[src/rtl/tff_mod_counter.sv]
// Modulo-N up/down counter built from a chain of T flip-flops.
// Each bit toggles when its t_vec bit is set; tc/carry let stages be cascaded.

module tff_stage (
  input  logic clk,
  input  logic rst,
  input  logic t,
  output logic q
);

  always_ff @(posedge clk) begin
    if (rst) q <= 1'b0;
    else     q <= q ^ t;
  end

endmodule

module tff_mod_counter #(
  parameter int WIDTH  = 4,
  parameter int MODULO = 10
) (
  input  logic             clk,
  input  logic             rst,
  input  logic             en,
  input  logic             up_dn,
  input  logic             load,
  input  logic [WIDTH-1:0] load_val,
  output logic [WIDTH-1:0] q,
  output logic [WIDTH-1:0] t_vec,
  output logic             tc,
  output logic             carry,
  output logic             load_err
);

  localparam int unsigned       MAX_INT = MODULO - 1;
  localparam int unsigned       MOD_INT = MODULO;
  localparam logic [WIDTH-1:0]  MAX_VAL = MAX_INT[WIDTH-1:0];
  // One extra bit so MODULO == 2**WIDTH is representable in the range check.
  localparam logic [WIDTH:0]    MOD_EXT = MOD_INT[WIDTH:0];

  wire  [WIDTH-1:0] q_stage;
  logic [WIDTH-1:0] inc_t;
  logic [WIDTH-1:0] dec_t;
  logic             load_oob;
  logic             at_zero;
  logic             up_wrap;

  assign q        = q_stage;
  assign load_oob = ({1'b0, load_val} >= MOD_EXT);
  assign at_zero  = (q == '0);
  // Counting up from any out-of-range value also wraps, which recovers illegal states.
  assign up_wrap  = (q >= MAX_VAL);

  // Ripple toggle patterns: bit i toggles when all lower bits are 1 (up) or 0 (down).
  always_comb begin
    logic run_inc;
    logic run_dec;
    inc_t   = '0;
    dec_t   = '0;
    run_inc = 1'b1;
    run_dec = 1'b1;
    for (int i = 0; i < WIDTH; i++) begin
      inc_t[i] = run_inc;
      dec_t[i] = run_dec;
      run_inc  = run_inc & q[i];
      run_dec  = run_dec & ~q[i];
    end
  end

  always_comb begin
    t_vec = '0;
    if (rst) begin
      t_vec = '0;
    end else if (load) begin
      t_vec = load_oob ? q : (q ^ load_val);
    end else if (en) begin
      if (up_dn) t_vec = up_wrap ? q : inc_t;
      else       t_vec = at_zero ? MAX_VAL : dec_t;
    end
  end

  assign tc = en & ~load & ~rst & ((up_dn & (q == MAX_VAL)) | (~up_dn & at_zero));

  always_ff @(posedge clk) begin
    if (rst) begin
      carry    <= 1'b0;
      load_err <= 1'b0;
    end else begin
      carry    <= tc;
      load_err <= load & load_oob;
    end
  end

  for (genvar i = 0; i < WIDTH; i++) begin : g_stage
    tff_stage u_stage (
      .clk (clk),
      .rst (rst),
      .t   (t_vec[i]),
      .q   (q_stage[i])
    );
  end

endmodule
[config.mk]
export PLATFORM = sky130hd
export DESIGN_NAME = tff_mod_counter
export DESIGN_NICKNAME = d
export VERILOG_FILES = /design/src/rtl/tff_mod_counter.sv
export SDC_FILE = /design/constraint.sdc
export NUM_CORES = 1
export LEC_CHECK = 0
export CORE_MARGIN = 5
export CORE_UTILIZATION = 45
export DETAILED_ROUTE_END_ITERATION = 10
export GPL_TIMING_DRIVEN = 0
export PLACE_DENSITY = 0.76
export SYNTH_ARGS = -nofsm -noshare
export SYNTH_HDL_FRONTEND = slang
export SYNTH_SLANG_ARGS = --single-unit
[constraint.sdc]
create_clock -name clk -period 1.9 [get_ports clk]
set_input_delay 0.38 -clock clk [delete_from_list [all_inputs] [get_ports clk]]
set_output_delay 0.38 -clock clk [all_outputs]
set_load 0.02 [all_outputs]
Word level (Yosys, flattened, before mapping)
Index checks and enable logic that the tools add are counted.
{ "word_totals": {"out_inout_bits": 11, "register_bits": 6, "input_bits": 9, "wordCells": 39} }
{ "classes": {"eq_ne": 1, "n_mux": 7, "n_lt_le_gt_ge": 2, "n_bitwise": 22, "reduce_logical": 1} }
{ "ops": {"columns": ["cell", "n"], "rows": [
  ["$mux W4", 7],
  ["$and A1 B1 Y1", 10],
  ["$ge A4 B4 Y1 const B", 2],
  ["$not A1 Y1", 6],
  ["$eq A4 B4 Y1 const B", 1],
  ["$logic_not A4 Y1", 1],
  ["$xor A1 B1 Y1", 4],
  ["$xor A4 B4 Y4", 1],
  ["$or A1 B1 Y1", 1]
]} }

Longest topological paths before layout
Gate-level depths: netlist of the first run.
{ "logic_depth": {"depth_word": 9, "depth_mapped": 6, "mapped_depth_nobuf": 4} }

By module
From an unflattened synthesis of the first run, not the netlist that was laid out.
{ "hier_totals": {"hier_cells": 59, "area_unflattened_um2": 474.2} }
{ "by_module_without_submodules": {"columns": ["module", "cells_per_inst", "area_per_inst_um2", "n_inst", "seq_area_each_um2"], "rows": [
  ["tff_mod_counter", 47, 344.1, 1, 40.0],
  ["tff_stage", 3, 32.5, 4, 20.0]
]} }

Least setup slack after synthesis of the first run
No wires, ideal clock.
{ "synth_timing": {"kind": "reg2out", "start": "reg g_stage[2].u_stage.q", "end": "out t_vec[3]", "arrival_time_ns": 1.358, "setup_slack_ns": 0.162, "path_stages_with_launch": 7, "required_time_ns": 1.520, "path_buffers": 2, "cell_sequence": "dfxtp_1 buf_6 or4_1 o211ai_2 a22oi_1 nor2_1 buf_4"} }
{ "synth_between": {"elab_chain_cells": 7, "word_cells_on_any_way": 11, "classes_between": "order compare (1); mux (6); bitwise (3); reduce/logical (1)"} }
{ "synth_lines": {"columns": ["item", "line_no", "source"], "rows": [
  ["start: declaration", "8", "output logic q"],
  ["start signal: assignment", "13", "else q <= q ^ t;"],
  ["branches (longest 3 deep; another with $ge A4 B4 Y1)", null, null],
  ["$mux W4 (*)", "77", "if (up_dn) t_vec = up_wrap ? q : inc_t;"],
  ["$mux W4 (*)", "76", "end else if (en) begin"],
  ["$mux W4 (*)", "74", "end else if (load) begin"],
  ["$mux W4 (*)", "72", "if (rst) begin"],
  ["end: declaration", "29", "output logic [WIDTH-1:0] t_vec,"]
]} }
Every way passes the cells marked *.

Worst setup path in the final report of the first run
{ "layout_timing": {"start": "reg g_stage[1].u_stage.q", "end": "out t_vec[2]"} }
{ "layout_between": {"elab_chain_cells": 7, "word_cells_on_any_way": 11, "classes_between": "order compare (1); mux (6); bitwise (3); reduce/logical (1)"} }
{ "layout_lines": {"columns": ["item", "line_no"], "rows": [
  ["start: declaration", "8"],
  ["start signal: assignment", "13"],
  ["branches (longest 3 deep; another with $ge A4 B4 Y1)", null],
  ["$mux W4 (*)", "77"],
  ["$mux W4 (*)", "76"],
  ["$mux W4 (*)", "74"],
  ["$mux W4 (*)", "72"]
]} }
Marks and branches as above.

==> results of run 1 <==
per-stage QoR:
stage | cells | total power [mW]
2_1_floorplan | 89 | 0.290
3_3_place_gp | 124 | 0.359
3_5_place_dp | 124 | 0.361
4_1_cts | 139 | 0.558
5_1_grt | 143 | 0.646
6_report | 143 | 0.617
worst max path at each step:
stage	startpoint	to	cells past startpoint
3_5_place_dp	up_dn	t_vec[3]	8
2_1_floorplan	g_stage[2].u_stage.q	t_vec[3]	6
5_1_grt	g_stage[1].u_stage.q	t_vec[2]	7
6_report	g_stage[1].u_stage.q	t_vec[2]	7
3_3_place_gp	up_dn	t_vec[3]	8
4_1_cts	g_stage[2].u_stage.q	t_vec[3]	5
final cells by class:
class                   count  area share [%]
flip-flops and latches      6            11.1
plain buffers              10            8.72
multi-input cells          66            47.6
clock buffers               3            1.85
inverters                   2           0.615
repair buffers             40            28.5
well taps                  16            1.64
synth_stat cells (all sizes together) (2+ instances only):
cell type and n:
dfxtp 6, nor3 4, inv 2, and2 3, or4 2, nor4b 2
a21oi 8, nand2b 6, nor3b 2, nor2 10, xnor2 2, nand2 3
buf 13, o211ai 3, a22oi 2, o21ai 3, clkbuf 2
report_power, final:
part	total (mW)	switching (mW)	leakage [nW]	internal, mW
clock network	0.136	0.0632	0.0138	0.0726
registers	0.146	0.0109	0.0519	0.135
logic	0.336	0.157	0.445	0.179
critical path: cells and delay by family, from the launching register on:
family | cells | cell delay, ps
simple gates | 3 | 410
buf+inv | 3 | 370
flops | 1 | 350
compound gates | 1 | 240
metal layers:
metal	wire length [um]	vias to the layer above
met5	0	-
met4	57	0
met3	126	8
met2	1290	36
met1	993	395
li1	-	398
registers in the layout (all words and copies together) (netlist names):
name               cells
carry                  1
load_err               1
g_stage.u_stage.q      4
cell families after synthesis:
family | Yosys count | synth area share (%)
and+or+nand+nor | 36 | 31.0
AOI/OAI and AO/OA | 26 | 27.5
buffers and inverters | 17 | 18.8
DFF | 6 | 17.5
xor gates and xnor gates | 3 | 3.83
muxes | 1 | 1.46
repair_timing:
action / CTS / global route
gates resized for setup: 78 / 18
gates cloned: 1 / 0
setup buffers: 14 / 6
setup endpoints to repair: 5 / 5
pin swaps: 13 / 16
==> flow_metrics.tcl, run 1 <==
set metrics [dict create \
    status "finished with violations" \
    violations "negative setup slack" \
    drcViolationCount 0 \
    skew_ps 2.13 \
    fin_setup_tns_ps -247 \
    min_delay_worst_endpoint "g_stage[3].u_stage.q" \
    clkSinkCount 6 \
    regArea_um2 135 \
    met1_usage_pct 19.8 \
    setup_viol 5 \
    setup_ws_ps -116 \
    power.density_nw_per_um2 506 \
    cts_max_level 1 \
    cts_hold_buffers 0 \
    dr_total_vias 837 \
    final_core_util_pct 82.9 \
    rows 14 \
    worstHoldStart "en" \
    worstMarginPinSlew_ps 337 \
    async_flop_share_pct 0 \
    crit_top_cell "buf_6" \
    r2r_slack_ps 100 \
    crit_chain "buf_4 -> buf_6 -> and4b_1 -> nor2_2 -> nor3_2 -> a211o_1 -> buf_6" \
    hold_depth 2 \
    portBuffers 19 \
    final_cell_mix "buf_4 (21), buf_6 (12), a21oi_1 (8)" \
    globalRouteOverflowTotal 0 \
    dr.first_iter.drc_count 22 \
    grtUsageMet3_pct 3.06 \
    syn2layout_area_growth_pct 77.6 \
    synth_nets 98 \
    slowest_stage "dfxtp_4" \
    rsz0062_at_grt "yes" \
    grt.busiest_layer "met2" \
    maxCapViolations 0 \
    antenna_found_initial 0 \
    initial_utilization_pct 46.7 \
    fin_crit_sh_pct 106 \
    arrival_ps 1640 \
    vdd_ir_drop_max_mv 0.397 \
    r2r-start "g_stage[1].u_stage.q" \
    grt_pass1_vias 731 \
    fp.dieH_um 49.1 \
    syn_area_um2 687 \
    critPathMaxStageDelay_ps 350 \
    boundaryPins 20 \
    nNetsFinal 138 \
    track_usage_pct 18.0 \
    avgViaCountPerCell 5.85 \
    gp_congestion 0.804 \
    post_drt_wl_per_cell_um 17.2 \
    diodes 0 \
    core-area_um2 1470 \
    fin_area_um2 1220 \
    n_fill_cell 92 \
    r2r_end "g_stage[2].u_stage.q" \
    post-route-min-period_ps 2020 \
    cp-end-kind "output port" \
    synth_top_area_share_pct 17.5 \
    fmax_mhz 496 \
    start_kind "flop" \
    chipWidth_um 49.1 \
    clk-insertion-delay-late_ps 270 \
    criticalPathCategory "reg2out" \
    cp_max_fo 3 \
    cts_tree "done" \
    grt_first_pass_wirelength_mm 3.35 \
    post_route_cells_drive_above_1_share_pct 55.9 \
    synth_top_area_cell "dfxtp_1" \
    worst_r2r_path_depth 7 \
    path_clk_slew_ps 50 \
    synth_area_per_cell_um2 7.72 \
    mostFrequentLayoutCell "buf_4" \
    p_leak_nw 0.511 \
    hold_viol 0 \
    grt_max_degree 11 \
    ant_nets 0 \
    ys_types 38 \
    maxSlewHeadroom_pct 77.2 \
    seq_area_frac_synth_pct 17.5 \
    dp_hpwl_mm 1.26 \
    cts_buffers 3 \
    postSynthCellCount 89 \
    grt_util_met2_pct 31.5 \
    hold_class "in2reg" \
    multiInputGateArea_um2 581 \
    clockRootBuffer "clkbuf_4" \
    die_area_um2 2410 \
    synth-seq-cells 6 \
    synthFlopType "dfxtp_1" \
    synth_edf_count 0 \
    post-place-ws_ps -962 \
    place_area_um2 897 \
    critPathRequiredTime_ps 1520 \
    slew_violations 0 \
    wirelength_mm 2.47 \
    yosys_warnings 0 \
    synth.area.top_cells "dfxtp_1 (17%), buf_4 (9.8%), a21oi_1 (5.8%)" \
    drt_pass1_iterations 4 \
    clk_path_buf_depth 2 \
    holdWs_ps 491 \
]
Power figures use the tool's default switching activity.
==> run 2, diff against run 1 <==
ABC_CLOCK_PERIOD_IN_PS = 1900   (was not set)
==> results of run 2 <==
Same layout as run 1: the final DEF is identical, and so are final timing and power.
==> run 3, diff against run 2 <==
CORE_MARGIN = 4   (was 5)
==> flow_metrics.tcl, run 3 (synthesized netlist as in run 1, its figures left out) <==
set metrics [dict create \
    status "finished with violations" \
    violations "negative setup slack" \
    place_area_um2 896 \
    critPathRequiredTime_ps 1520 \
    post_route_cells_drive_above_1_share_pct 55.0 \
    mostFrequentLayoutCell "buf_4" \
    die_area_um2 2220 \
    gp_congestion 0.810 \
    track_usage_pct 23.7 \
    globalRouteOverflowTotal 0 \
    initial_utilization_pct 50.3 \
    power_frac_comb_pct 54.2 \
    nNetsFinal 140 \
    core-area_um2 1370 \
    dr.first_iter.drc_count 49 \
    ant_nets 0 \
    fp.dieH_um 47.1 \
    skew_ps 1.45 \
    antenna_found_initial 0 \
    slowest_stage "or4_4" \
    p_leak_nw 0.514 \
    fmax_mhz 490 \
    grt_pass1_vias 800 \
    wirelength_mm 2.82 \
    post_drt_wl_per_cell_um 19.5 \
    rsz0062_at_grt "yes" \
    cts_buffers 3 \
    maxSlewHeadroom_pct 74.7 \
    cts_max_level 1 \
    clockRootBuffer "clkbuf_4" \
    clkSinkCount 6 \
    drt_pass1_iterations 4 \
    largest-register "g_stage.u_stage.q" \
    final_cell_mix "buf_4 (23), buf_6 (13), a21oi_1 (8)" \
    dr_total_vias 875 \
    grt_first_pass_wirelength_mm 3.67 \
    avgViaCountPerCell 6.08 \
    clk-insertion-delay-late_ps 260 \
    clk_path_buf_depth 2 \
    slew_violations 0 \
    power.switching_mw 0.233 \
    cts_hold_buffers 0 \
    grt_max_degree 11 \
    arrival_ps 1660 \
    syn2layout_area_growth_pct 76.1 \
    setup_viol 4 \
    n_fill_cell 65 \
    post-route-min-period_ps 2040 \
    portBuffers 19 \
    worstMarginPinSlew_ps 380 \
    holdWs_ps 508 \
    clock_power_share_pct 22.0 \
    fin_area_um2 1210 \
    internal-power_mw 0.383 \
    cp_max_fo 3 \
    path_clk_slew_ps 60 \
    fin_crit_sh_pct 107 \
    swShare_pct 37.8 \
    criticalPathCategory "reg2out" \
    drcViolationCount 0 \
    start_kind "flop" \
    crit_chain "or4_4 -> o211ai_2 -> a22oi_1 -> nor2_1 -> buf_6" \
    rows 13 \
    chipWidth_um 47.1 \
    vdd_ir_drop_max_mv 0.442 \
    setup_ws_ps -141 \
    cts_tree "done" \
    p_seq_share_pct 23.8 \
    power.density_nw_per_um2 509 \
    hold_viol 0 \
    cp-end-kind "output port" \
    dp_hpwl_mm 1.29 \
    maxCapViolations 0 \
    boundaryPins 20 \
    critPathMaxStageDelay_ps 530 \
    largest_reg_flops 4 \
    diodes 0 \
    hold_class "in2reg" \
    largestRegisters "g_stage.u_stage.q (4), carry (1), load_err (1)" \
]
-- run 3: changes by cell type in the layout (fill, tap and decap cells not counted), moves of 2 or more --
cell / previous run / this run
nand2b_1: 2 / 4
buf_4: 21 / 23
nand2b_4: 4 / 2
buf_2: 3 / 1
-- run 3: repair_timing --
action / CTS / global route
buffers inserted: 18 / 4
setup endpoints to repair: 5 / 5
pin swaps: 14 / 12
resized for setup: 83 / 16
hold endpoints to repair: 0 / 0
-- run 3: critical path: cells and delay by family (launching register included) --
family	cells	cell delay, ps
buffers and inverters	1	140
and+or+nand+nor	2	690
AOI/OAI and AO/OA	2	220
DFF	1	350
-- run 3: final timing paths --
check                        from                   end  slack [ps]  cells past startpoint
max          g_stage[2].u_stage.q              t_vec[3]        -140                      5
min                            en  g_stage[3].u_stage.q         510                      2
max reg2reg  g_stage[0].u_stage.q  g_stage[2].u_stage.q         280                      5
min reg2reg  g_stage[2].u_stage.q                 carry         680                      3
-- run 3: power groups by stage --
stage / combinational (mW) / sequential [mW] / clock (mW)
after floorplan: 0.144 / 0.146 / 0
after CTS: 0.293 / 0.144 / 0.133
after global routing: 0.349 / 0.148 / 0.152
final: 0.334 / 0.146 / 0.136
after global placement: 0.212 / 0.146 / 0
after detailed placement: 0.215 / 0.147 / 0
-- run 3: stage by stage --
stage / util [%] / TNS [ps] / setup slack, ps / total power, mW / std cells
floorplan: - / 0 / 162 / 0.290 / 89
global placement: 65.6 / -4530 / -950 / 0.359 / 123
detailed placement: 65.6 / -4720 / -978 / 0.362 / 123
CTS: 83.7 / -130 / -104 / 0.571 / 140
global route: 88.6 / -676 / -233 / 0.649 / 144
finish: 88.6 / -375 / -141 / 0.616 / 144
-- run 3: per-layer routing --
metal	wire (um)	GRT usage [%]	part of all wire [%]
met1	1110	29.2	40
met2	1400	40.4	50
met4	80	14.4	2.8
met5	0	0	0
met3	218	1.15	7.7
-- run 3: area by class of cell --
cell class	instances	area (um2)	area share, %
buffer	11	118	9.72
clock buffer	3	22.5	1.86
inverter	2	10.0	0.827
multi-input combinational	66	542	44.8
sequential	6	135	11.2
tap	15	18.8	1.55
timing repair buffer	41	364	30.1
